File: src/rtl/alu_serial_master.sv
// rtl/alu_serial_master.sv - serial ALU sequencing master: request in, 9-packet frame out, response back
module alu_serial_master #(
    parameter int TIMEOUT_CYCLES = 1024,
    parameter int GAP_CYCLES     = 0
) (
    input  logic        clk,
    input  logic        rst_n,
    input  logic        req_valid,
    output logic        req_ready,
    input  logic [31:0] req_a,
    input  logic [31:0] req_b,
    input  logic [2:0]  req_op,
    output logic        sin,
    input  logic        sout,
    output logic        rsp_valid,
    output logic [31:0] rsp_c,
    output logic [7:0]  rsp_ctl,
    output logic        rsp_err,
    output logic        rsp_timeout
);

    typedef enum logic [1:0] {IDLE, TX, RX, DONE} state_t;

    localparam logic [15:0] GAP      = 16'(GAP_CYCLES);
    localparam logic [15:0] TMO_LAST = 16'(TIMEOUT_CYCLES - 1);

    state_t      state;
    logic [31:0] a_q;
    logic [31:0] b_q;
    logic [2:0]  op_q;
    logic [3:0]  crc_q;

    logic [3:0]  tx_pkt;
    logic [3:0]  tx_bit;
    logic [15:0] gap_cnt;
    logic        tx_last;
    logic [7:0]  tx_byte;
    logic [7:0]  tx_shift;
    logic        tx_val;

    logic        rx_active;
    logic [3:0]  rx_bit;
    logic [2:0]  rx_pkt;
    logic        rx_type;
    logic [7:0]  rx_byte;
    logic [31:0] rx_c;
    logic [15:0] tmo_cnt;

    // CRC x^4+x+1 over {B, A, 1, op}, MSB first, evaluated on the request operands at accept
    function automatic logic [3:0] crc_calc(input logic [31:0] a, input logic [31:0] b,
                                            input logic [2:0] op);
        logic [67:0] d;
        logic [3:0]  crc;
        logic        fb;
        d   = {b, a, 1'b1, op};
        crc = 4'b0000;
        for (int i = 67; i >= 0; i--) begin
            fb  = crc[3] ^ d[i];
            crc = {crc[2:0], 1'b0} ^ (fb ? 4'b0011 : 4'b0000);
        end
        return crc;
    endfunction

    // Select the line level for the current packet/bit position of the outgoing frame
    always_comb begin
        tx_byte = {1'b0, op_q, crc_q};
        case (tx_pkt)
            4'd0:    tx_byte = b_q[31:24];
            4'd1:    tx_byte = b_q[23:16];
            4'd2:    tx_byte = b_q[15:8];
            4'd3:    tx_byte = b_q[7:0];
            4'd4:    tx_byte = a_q[31:24];
            4'd5:    tx_byte = a_q[23:16];
            4'd6:    tx_byte = a_q[15:8];
            4'd7:    tx_byte = a_q[7:0];
            default: tx_byte = {1'b0, op_q, crc_q};
        endcase
        tx_shift = tx_byte << (tx_bit - 4'd2);
        case (tx_bit)
            4'd0:    tx_val = 1'b0;
            4'd1:    tx_val = (tx_pkt == 4'd8);
            4'd10:   tx_val = 1'b1;
            default: tx_val = tx_shift[7];
        endcase
    end

    // Sequencer: accept, transmit frame, collect response or time out, pulse the result
    always_ff @(posedge clk or negedge rst_n) begin
        if (!rst_n) begin
            state       <= IDLE;
            req_ready   <= 1'b0;
            sin         <= 1'b1;
            rsp_valid   <= 1'b0;
            rsp_c       <= 32'h0;
            rsp_ctl     <= 8'h0;
            rsp_err     <= 1'b0;
            rsp_timeout <= 1'b0;
            a_q         <= 32'h0;
            b_q         <= 32'h0;
            op_q        <= 3'h0;
            crc_q       <= 4'h0;
            tx_pkt      <= 4'h0;
            tx_bit      <= 4'h0;
            gap_cnt     <= 16'h0;
            tx_last     <= 1'b0;
            rx_active   <= 1'b0;
            rx_bit      <= 4'h0;
            rx_pkt      <= 3'h0;
            rx_type     <= 1'b0;
            rx_byte     <= 8'h0;
            rx_c        <= 32'h0;
            tmo_cnt     <= 16'h0;
        end else begin
            case (state)
                IDLE: begin
                    sin <= 1'b1;
                    if (req_valid && req_ready) begin
                        a_q       <= req_a;
                        b_q       <= req_b;
                        op_q      <= req_op;
                        crc_q     <= crc_calc(req_a, req_b, req_op);
                        tx_pkt    <= 4'h0;
                        tx_bit    <= 4'h0;
                        gap_cnt   <= 16'h0;
                        tx_last   <= 1'b0;
                        req_ready <= 1'b0;
                        state     <= TX;
                    end else begin
                        req_ready <= 1'b1;
                    end
                end
                TX: begin
                    if (tx_last) begin
                        sin       <= 1'b1;
                        rx_active <= 1'b0;
                        rx_pkt    <= 3'h0;
                        rx_c      <= 32'h0;
                        tmo_cnt   <= 16'h0;
                        state     <= RX;
                    end else if (gap_cnt != 16'h0) begin
                        sin     <= 1'b1;
                        gap_cnt <= gap_cnt - 16'h1;
                    end else begin
                        sin <= tx_val;
                        if (tx_bit == 4'd10) begin
                            tx_bit <= 4'h0;
                            if (tx_pkt == 4'd8) begin
                                tx_last <= 1'b1;
                            end else begin
                                tx_pkt  <= tx_pkt + 4'h1;
                                gap_cnt <= GAP;
                            end
                        end else begin
                            tx_bit <= tx_bit + 4'h1;
                        end
                    end
                end
                RX: begin
                    sin <= 1'b1;
                    if (!rx_active) begin
                        if (sout == 1'b0) begin
                            rx_active <= 1'b1;
                            rx_bit    <= 4'h0;
                            tmo_cnt   <= 16'h0;
                        end else if (tmo_cnt == TMO_LAST) begin
                            rsp_valid   <= 1'b1;
                            rsp_c       <= 32'h0;
                            rsp_ctl     <= 8'h0;
                            rsp_err     <= 1'b1;
                            rsp_timeout <= 1'b1;
                            state       <= DONE;
                        end else begin
                            tmo_cnt <= tmo_cnt + 16'h1;
                        end
                    end else begin
                        rx_bit <= rx_bit + 4'h1;
                        if (rx_bit == 4'd0) begin
                            rx_type <= sout;
                        end else if (rx_bit <= 4'd8) begin
                            rx_byte <= {rx_byte[6:0], sout};
                        end else begin
                            // stop bit slot: its level is not checked
                            rx_active <= 1'b0;
                            if (rx_type || rx_pkt == 3'd4) begin
                                rsp_valid   <= 1'b1;
                                rsp_c       <= rx_c;
                                rsp_ctl     <= rx_byte;
                                rsp_err     <= rx_type;
                                rsp_timeout <= 1'b0;
                                state       <= DONE;
                            end else begin
                                case (rx_pkt)
                                    3'd0:    rx_c[31:24] <= rx_byte;
                                    3'd1:    rx_c[23:16] <= rx_byte;
                                    3'd2:    rx_c[15:8]  <= rx_byte;
                                    default: rx_c[7:0]   <= rx_byte;
                                endcase
                                rx_pkt <= rx_pkt + 3'h1;
                            end
                        end
                    end
                end
                DONE: begin
                    sin       <= 1'b1;
                    rsp_valid <= 1'b0;
                    req_ready <= 1'b1;
                    state     <= IDLE;
                end
                default: state <= IDLE;
            endcase
        end
    end

endmodule

File: config.mk
export PLATFORM = sky130hd
export DESIGN_NAME = alu_serial_master
export DESIGN_NICKNAME = d
export VERILOG_FILES = /design/src/rtl/alu_serial_master.sv
export SDC_FILE = /design/constraint.sdc
export NUM_CORES = 1
export LEC_CHECK = 0
export BUFFER_PORTS_ARGS = -buffer_cell sky130_fd_sc_hd__buf_2
export CAP_MARGIN = 20
export CORE_MARGIN = 2
export CORE_UTILIZATION = 50
export CTS_BUF_LIST = sky130_fd_sc_hd__clkbuf_8
export DETAILED_ROUTE_END_ITERATION = 8
export HOLD_SLACK_MARGIN = 0.1
export PLACE_DENSITY = 0.7
export SLEW_MARGIN = 15
export SYNTH_ARGS = -nofsm -noshare
export SYNTH_HDL_FRONTEND = slang
export SYNTH_SLANG_ARGS = --single-unit
File: constraint.sdc
create_clock -name clk -period 3.25 [get_ports clk]
set_clock_uncertainty 0.1 [all_clocks]
set_input_delay 0.4875 -clock clk [delete_from_list [all_inputs] [get_ports clk]]
set_output_delay 0.4875 -clock clk [all_outputs]
set_load 0.01 [all_outputs]
==> results of run 1 <==
==> layout make-up <==
| class | instances | area share |
|---|---|---|
| repair buffers | 177 | 0.0881 |
| flip-flops and latches | 208 | 0.417 |
| multi-input cells | 726 | 0.409 |
| inverters | 19 | 0.00571 |
| well taps | 275 | 0.0276 |
| clock inverters | 20 | 0.00812 |
| clock buffers | 40 | 0.0441 |
==> critical path: cells and delay by family <==
family                    cells  cell delay, ns
buffers and inverters         2            0.66
muxes                         1            0.26
xor gates and xnor gates      8            2.06
==> metrics by stage <==
step | TNS (ns) | hold slack (ns) | std cells | util
final | 0 | 0.127 | 1465 | 0.600
after floorplan | 0 | 0.0919 | 1006 | -
after CTS | 0 | 0.100 | 1464 | 0.598
after global placement | -0.136 | 0.357 | 1399 | 0.564
after global routing | 0 | 0.115 | 1465 | 0.600
after detailed placement | -0.191 | 0.365 | 1399 | 0.564
==> worst paths after layout <==
kind,startpoint,endpoint,slack [ns],depth (start not counted)
setup / recovery,req_b[16],crc_q[1],0.09,11
hold / removal,req_b[18],b_q[18],0.13,2
setup reg to reg,tx_pkt[0],sin,0.47,9
hold reg to reg,rsp_c[20],rsp_c[20],0.37,2
max in group asynchronous,rst_n,tmo_cnt[14],1.58,3
min in group asynchronous,rst_n,rsp_c[5],0.45,2
==> timing repair <==
action / in CTS / in global routing
hold endpoints to repair: 78 / 0
hold buffers: 5 / 0
gates resized for setup: 0 / 4
setup endpoints to repair: 0 / 1
buffers inserted: 0 / 0
==> placed cells by master (no fill, tap or decap), types with 18 or more instances in the layout <==
cell      instances
nand2_1         163
a22oi_1          18
a21oi_1          19
o21ai_0         120
xnor2_1          78
buf_2           114
buf_4            54
inv_1            31
mux2_2           77
nand3_1          19
nor2_1           41
ha_1             20
dfrtp_1         207
clkbuf_8         41
xor2_1           21
==> flip-flops by register name (all words and copies together), names as in the netlist, 2 cells and up <==
| register | count |
|---|---|
| a_q | 32 |
| b_q | 32 |
| crc_q | 4 |
| gap_cnt | 16 |
| op_q | 3 |
| rsp_c | 32 |
| rsp_ctl | 8 |
| rx_bit | 4 |
| rx_byte | 8 |
| rx_c | 32 |
| rx_pkt | 3 |
| state | 2 |
| tmo_cnt | 16 |
| tx_bit | 4 |
| tx_pkt | 4 |
==> routing by layer <==
metal,up-vias,wire (um),global-route usage
met4,0,448,0.0605
met1,3834,11300,0.314
met3,36,1030,0.0336
met5,-,0,0
li1,3829,-,-
met2,178,11200,0.351
==> power by group through the flow <==
| stage | Clock, mW | Combinational (mW) | Sequential, mW |
|---|---|---|---|
| floorplan | 0 | 4.15 | 3.90 |
| detailed placement | 0 | 5.68 | 4.05 |
| global placement | 0 | 5.57 | 4.02 |
| global route | 2.37 | 6.27 | 4.12 |
| finish | 2.19 | 5.73 | 4.02 |
| CTS | 2.25 | 5.71 | 4.02 |
==> cell families after synthesis <==
group / synth area share
AOI/OAI and AO/OA: 0.123
xor gates and xnor gates: 0.128
adders and majority gates: 0.0237
buffers and inverters: 0.0256
DFF: 0.494
muxes: 0.0861
and+or+nand+nor: 0.120
==> impl_metrics.ini, run 1 <==
[status]
outcome = finished, final reports clean

[power_and_ir_drop]
report.power.total_mw = 11.9
p_per_area_nw_per_um2 = 957
switchingPower_mw = 4.41
power.share.clock = 0.183
peakVddDrop_mv = 0.775
internal_power_mw = 7.53
pwr-share-comb = 0.480
p_leak_nw = 5.77
seqPwrFrac = 0.337
p_sw_frac = 0.369

[placement]
io_buffer_count = 115
placed_area_um2 = 11700
gp_congestion = 0.859
dp_slack_ns = -0.172
dp.final_hpwl_um = 17200

[yosys]
synth-seq-area-share = 0.494
synth_seq_cells = 208
synth_top_flop_cell = dfrtp_1
yosysWarnings = 0
synth_nets = 1097
syn_inst = 1006
synthTopCellsByArea = dfrtp_1, mux2_2, xnor2_1
async_flop_share = 1.00
synth_top_area_cell = dfrtp_1
yosysTopAreaCellShare = 0.491
synth_most_common_cell = dfrtp_1
synth_edf_count = 0
synth_cell_type_count = 59
syn-cell-area_um2 = 10500
synth_common_cells = dfrtp_1, nand2_1, o21ai_0, xnor2_1, mux2_2
syn_area_per_cell_um2 = 10.5

[route]
num_vias = 7877
wl_um = 23900
first_pass_iters = 5
viasPerCell = 5.38
wl_per_cell_um = 16.3
antenna_left = 0
drcViolationCount = 0
drt_iter0_drc = 370

[sta]
tightest_slew_ns = 0.922
fmax_mhz = 316
finalHoldViolations = 0
maxSlewViolCount = 0
post-route-period-util = 0.974
period_minus_slack_ns = 3.16
setup_violations = 0
setup_ws_ns = 0.0858
rsz0062_at_grt = false
slew_headroom = 0.382

[cts]
clk_latency_ns = 0.53
clockBufferDepth = 3
clock_sinks = 208
clk_pin_slew_worst_paths_ns = 0.06
cts_max_level = 2
cts_buffers = 35
cts_tree = yes
clockRootBuffer = clkbuf_8

[setup_path]
crit_path_end_kind = flop
crit_chain = dlygate4sd3_1 > buf_2 > xnor3_2 > xor2_4 > xor2_2 > xnor3_1 > xor2_1 > xnor2_1 > xnor3_2 > xnor2_1 > mux2_2
cp_slowest_cell = dlygate4sd3_1
crit_fanout = 2
worstPathArrival_ns = 3.47
critPathLaunchType = primary input
critPathMaxStageDelay_ns = 0.53
path_class = primary input to flop
cp.required_ns = 3.56

[worst_hold_path]
hold_class = primary input to flop

[die]
pin_count = 116
die_h_um = 149
start_util = 0.506
dieArea_um2 = 22300
fp-row-count = 53
coreArea_um2 = 20800
dieWidth_um = 149

[cells_and_area]
n_antenna_cell = 0
syn2layout_area_growth_pct = 18.5
finalNetCount = 1258
seq_area_um2 = 5210
fin_area_um2 = 12500
multi_input_area_um2 = 5110
fillers = 1801
drive_gt1_frac = 0.267

[global_routing]
grt_pass1_vias = 7669
grt-ovfl-total = 0
antenna_found_initial = 0
grt_usage = 0.220
grt_max_degree = 84
grt_pass1_wl_um = 39100

[job]
maxCapViolations = 0
No activity file was read; power rests on OpenSTA's default activity.
==> run 2, diff against run 1 <==
--- a/config.mk
+++ b/config.mk
@@ -13,6 +13,7 @@
 export DETAILED_ROUTE_END_ITERATION = 8
 export HOLD_SLACK_MARGIN = 0.1
 export PLACE_DENSITY = 0.7
+export SETUP_SLACK_MARGIN = 0.4
 export SLEW_MARGIN = 15
 export SYNTH_ARGS = -nofsm -noshare
 export SYNTH_HDL_FRONTEND = slang
==> run 2 against run 1 <==
Sequential cell count is the same; register-to-register slack gained 0.07 ns; setup slack gained 0.37 ns; via count shrank 1.4%; worst hold slack lost 0.0064 ns; combinational power shrank 3%; critical endpoint unchanged; largest power group unchanged; highest routed layer unchanged.
==> impl_metrics.ini, run 2 (synthesis gave the netlist of run 1 again) <==
[status]
outcome = finished, final reports clean

[cts]
clk_latency_ns = 0.54
clk_pin_slew_worst_paths_ns = 0.06
clock_sinks = 208
cts_max_level = 2
cts_buffers = 37
cts_tree = yes
clockBufferDepth = 3
clockRootBuffer = clkbuf_8

[route]
first_pass_iters = 5
antenna_left = 0
drcViolationCount = 0
wl_per_cell_um = 16.4
wl_um = 24000
viasPerCell = 5.31
num_vias = 7763
drt_iter0_drc = 355

[power_and_ir_drop]
switchingPower_mw = 4.44
internal_power_mw = 7.44
p_leak_nw = 5.77
seqPwrFrac = 0.343
power.share.clock = 0.188
peakVddDrop_mv = 1.09
p_sw_frac = 0.374
p_per_area_nw_per_um2 = 952
pwr-share-comb = 0.469

[setup_path]
cp.required_ns = 3.57
crit_path_end_kind = flop
critPathMaxStageDelay_ns = 0.46
crit_top_cell = xnor3_2
worstPathArrival_ns = 3.11
cp_slowest_cell = xnor3_2
crit_chain = buf_2 > xnor3_2 > xor2_2 > xor2_1 > xnor3_2 > xnor2_2 > xnor2_2 > xnor3_2 > xnor2_1 > mux2_2
path_class = primary input to flop
crit_fanout = 2
critPathLaunchType = primary input

[die]
dieArea_um2 = 22300
fp-row-count = 53
die_h_um = 149
coreArea_um2 = 20800
dieWidth_um = 149
start_util = 0.506
pin_count = 116

[placement]
gp_congestion = 0.808
post-place-cells = 1382
io_buffer_count = 115
dp.final_hpwl_um = 17000
placed_area_um2 = 11600

[cells_and_area]
drive_gt1_frac = 0.264
fin_area_um2 = 12500
layout_common_cells = dfrtp_1, nand2_1, o21ai_0
stdcell_count = 1461
syn2layout_area_growth_pct = 18.5
fillers = 1788
layout_commonest_cell = dfrtp_1
post-route-util = 0.600
finalNetCount = 1248

[sta]
period_minus_slack_ns = 2.79
whs_ns = 0.120
finalHoldViolations = 0
maxSlewViolCount = 0
post-route-period-util = 0.859
slew_headroom = 0.556
fmax_mhz = 358
setup-tns-final_ns = 0
tightest_slew_ns = 0.665
rsz0062_at_grt = true
setup_violations = 0

[global_routing]
grt_pass1_vias = 7732
grt-ovfl-total = 0
grt_max_degree = 84
grt_usage = 0.221
antenna_found_initial = 1
grt_pass1_wl_um = 39400

[worst_hold_path]
hold_class = primary input to flop

[job]
maxCapViolations = 0
==> run 2: cell count changes in the layout (fill, tap and decap cells not counted), moves of 2 or more <==
cell and change:
ha_2 +3, ha_1 -3, xnor2_2 +2, inv_1 +8
buf_4 -16, dlygate4sd3_1 +3, clkinv_2 -2, xnor2_1 -2
==> run 2: through the flow <==
stage | total power, mW | setup WS (ns)
global route | 12.7 | 0.362
CTS | 11.9 | 0.413
finish | 11.9 | 0.459
global placement | 9.46 | -0.0348
detailed placement | 9.59 | -0.0680
floorplan | 8.10 | 0.198
==> run 2: metal layers <==
metal,global-route usage,share of wire
met2,0.356,0.47
met1,0.307,0.46
met3,0.0413,0.047
met5,0,0
met4,0.0648,0.019
==> run 2: cell type report <==
cell class,instances,area [um2],area share
inverter,19,71.3,0.00571
sequential,208,5210,0.417
tap,275,344,0.0275
antenna,1,2.50,0.000200
clock buffer,41,564,0.0452
multi-input combinational,726,5150,0.412
timing repair buffer,165,1040,0.0830
clock inverter,26,114,0.00912
==> run 2: critical path, delay by kind of cell <==
kind                   cells  cell delay (ns)
XOR/XNOR                   8             2.27
buffers and inverters      1             0.09
multiplexers               1             0.25
==> run 2: power by group through the flow <==
| stage | clock network [mW] | logic [mW] | registers (mW) |
|---|---|---|---|
| 2_1_floorplan | 0 | 4.19 | 3.91 |
| 3_3_place_gp | 0 | 5.39 | 4.07 |
| 3_5_place_dp | 0 | 5.49 | 4.11 |
| 4_1_cts | 2.30 | 5.53 | 4.07 |
| 5_1_grt | 2.43 | 6.08 | 4.18 |
| 6_report | 2.24 | 5.57 | 4.08 |
==> run 2: timing repair <==
item | 4_1_cts | 5_1_grt
resized for setup | 2 | 12
pin swaps | 0 | 3
buffers inserted | 0 | 2
endpoints found under the hold margin | 85 | 0
hold buffers | 8 | 0
setup endpoints to repair | 4 | 29
==> run 2: worst paths after layout <==
| check | slack (ns) | end | start | depth (start not counted) |
|---|---|---|---|---|
| setup / recovery | 0.46 | crc_q[1] | req_b[28] | 10 |
| hold reg to reg | 0.37 | rsp_c[16] | rsp_c[16] | 2 |
| hold / removal | 0.12 | a_q[28] | req_a[28] | 2 |
| max in group asynchronous | 1.80 | sin | rst_n | 3 |
| setup reg to reg | 0.54 | sin | tx_pkt[0] | 9 |
| min in group asynchronous | 0.47 | rsp_c[2] | rst_n | 2 |
==> run 3, diff against run 2 <==
--- a/config.mk
+++ b/config.mk
@@ -5,6 +5,7 @@
 export SDC_FILE = /design/constraint.sdc
 export NUM_CORES = 1
 export LEC_CHECK = 0
+export ABC_AREA = 1
 export BUFFER_PORTS_ARGS = -buffer_cell sky130_fd_sc_hd__buf_2
 export CAP_MARGIN = 20
 export CORE_MARGIN = 2
@@ -12,7 +13,7 @@
 export CTS_BUF_LIST = sky130_fd_sc_hd__clkbuf_8
 export DETAILED_ROUTE_END_ITERATION = 8
 export HOLD_SLACK_MARGIN = 0.1
-export PLACE_DENSITY = 0.7
+export PLACE_DENSITY = 0.69
 export SETUP_SLACK_MARGIN = 0.4
 export SLEW_MARGIN = 15
 export SYNTH_ARGS = -nofsm -noshare
==> run 3 against run 2 <==
The flow now finishes with violations (setup timing); die area grew 17%; first-iteration DRC count up 150%; sequential cell count did not move; register-to-register slack better by 0.07 ns; critical path type unchanged.
==> impl_metrics.ini, run 3 <==
[yosys]
synth-simple-area-share = 0.337
synth_top_family_by_area = simple AND/OR/NAND/NOR gates
syn-cell-area_um2 = 12300
yosysWarnings = 0
synth_cell_type_count = 43
synth_seq_cells = 208
yosys.area_share.adder = 0.0203
synth_top_area_cell = dfrtp_1
synth_common_cells = nand2_1, dfrtp_1, nand3_1, inv_1, o21ai_0
synth_top_flop_cell = dfrtp_1
yosysTopAreaCellShare = 0.420
synth_edf_count = 0
synth_nets = 1739
synth-compound-area-share = 0.135
synthTopCellsByArea = dfrtp_1, nand2_1, nand3_1
async_flop_share = 1.00
syn_inst = 1648
syn_area_per_cell_um2 = 7.48
synth-seq-area-share = 0.422
muxShareOfSynthArea = 0.000812
synth_xor_xnor_area_share = 0.00558
synth_most_common_cell = nand2_1

[route]
antenna_left = 0
wl_um = 31100
wl_per_cell_um = 14.2
first_pass_iters = 5
viasPerCell = 5.32
num_vias = 11600
drt_iter0_drc = 882
drcViolationCount = 0

[sta]
tightest_slew_ns = 0.660
period_minus_slack_ns = 5.54
slew_headroom = 0.560
maxSlewViolCount = 0
post-route-period-util = 1.70
fmax_mhz = 180
finalHoldViolations = 0
rsz0062_at_grt = true
setup_ws_ns = -2.29
setup-tns-final_ns = -8.93
setup_violations = 4

[setup_path]
critPathMaxStageDelay_ns = 0.14
worstPathArrival_ns = 5.85
critPathLaunchType = primary input
crit_path_end_kind = flop
cp.required_ns = 3.56
path_class = primary input to flop
crit_fanout = 5
crit_top_cell = nand2_2
cp_slowest_cell = buf_4
r2r_slack_ns = 0.61

[die]
pin_count = 116
dieArea_um2 = 25900
coreArea_um2 = 24200
dieWidth_um = 161
fp-row-count = 57
start_util = 0.509
die_h_um = 161

[placement]
post-place-cells = 2108
gp_congestion = 0.892
dp_slack_ns = -2.79
io_buffer_count = 115
dp.final_hpwl_um = 22100

[global_routing]
grt_pass1_wl_um = 51700
grt_max_degree = 81
antenna_found_initial = 0
grt_usage = 0.237
grt-ovfl-total = 0
grt_pass1_vias = 11100

[status]
failed_checks = setup timing
outcome = complete, but fails checks

[cells_and_area]
layout_commonest_cell = nand2_1
syn2layout_area_growth_pct = 24.0
layout_common_cells = nand2_1, dfrtp_1, inv_1
fillers = 2153
post-route-util = 0.630
multi_input_area_um2 = 6960
seq_area_um2 = 5210
stdcell_count = 2185
finalNetCount = 1931
drive_gt1_frac = 0.312
n_antenna_cell = 0

[cts]
clock_sinks = 208
cts_max_level = 2
clockRootBuffer = clkbuf_8
clk_pin_slew_worst_paths_ns = 0.06
cts_tree = yes
clockBufferDepth = 3
clk_latency_ns = 0.53
cts_buffers = 35

[job]
maxCapViolations = 0

[worst_hold_path]
hold_class = primary input to flop
-- run 3: cell types whose count changed in the layout (fill, tap and decap cells not counted), sizes merged, moves of 16 or more --
cell	before	now
inv	41	226
nor2	41	70
xor2	25	5
a22oi	18	2
nand3	20	223
a21oi	19	44
xnor2	84	2
mux2	77	0
o21ai	123	162
buf	156	194
nand2	164	554
a32o	1	33
-- run 3: cell type report --
type / count / area share
multi-input combinational: 1181 / 0.455
sequential: 208 / 0.341
timing repair buffer: 196 / 0.0814
inverter: 218 / 0.0541
clock buffer: 41 / 0.0369
tap: 324 / 0.0265
clock inverter: 17 / 0.00524
-- run 3: what timing repair did --
item,CTS,global route
endpoints found under the hold margin,76,0
setup endpoints to repair,11,89
pin swaps,41,36
gates resized for setup,121,76
buffers inserted,5,13
hold buffers,1,0
-- run 3: metrics by stage --
step | instance area, um2 | hold WS [ns]
after CTS | 14900 | 0.121
after global routing | 15300 | 0.144
final | 15300 | 0.142
after global placement | 13700 | 0.353
after floorplan | 12400 | 0.0919
after detailed placement | 13700 | 0.360
-- run 3: path summary, 6_finish.rpt --
path,from,end,cells past startpoint
min in group asynchronous,rst_n,rx_c[31],2
hold reg to reg,gap_cnt[15],gap_cnt[15],1
setup / recovery,req_b[30],crc_q[2],62
setup reg to reg,tx_pkt[3],sin,11
max in group asynchronous,rst_n,crc_q[1],3
hold / removal,req_a[16],a_q[16],3
-- run 3: routing by layer --
metal  part of all wire  GRT usage  vias to the layer above
met4              0.017     0.0544                        0
met3              0.044     0.0380                       49
met1               0.46      0.323                     5494
met5                  0          0                        -
met2               0.48      0.400                      274
li1                   -          -                     5816
-- run 3: worst max-delay path: cells and delay by family --
kind | cells | cell delay [ns]
and+or+nand+nor | 53 | 4.63
buffers and inverters | 9 | 0.74
-- run 3: cell families after synthesis --
group / after synthesis
buffers and inverters: 259
adders and majority gates: 20
and+or+nand+nor: 875
xor gates and xnor gates: 7
DFF: 208
muxes: 1
AOI/OAI and AO/OA: 278
Power of run 3 is not shown: default switching activity piles up to over one toggle a cycle in this logic, so the estimate is an artifact.
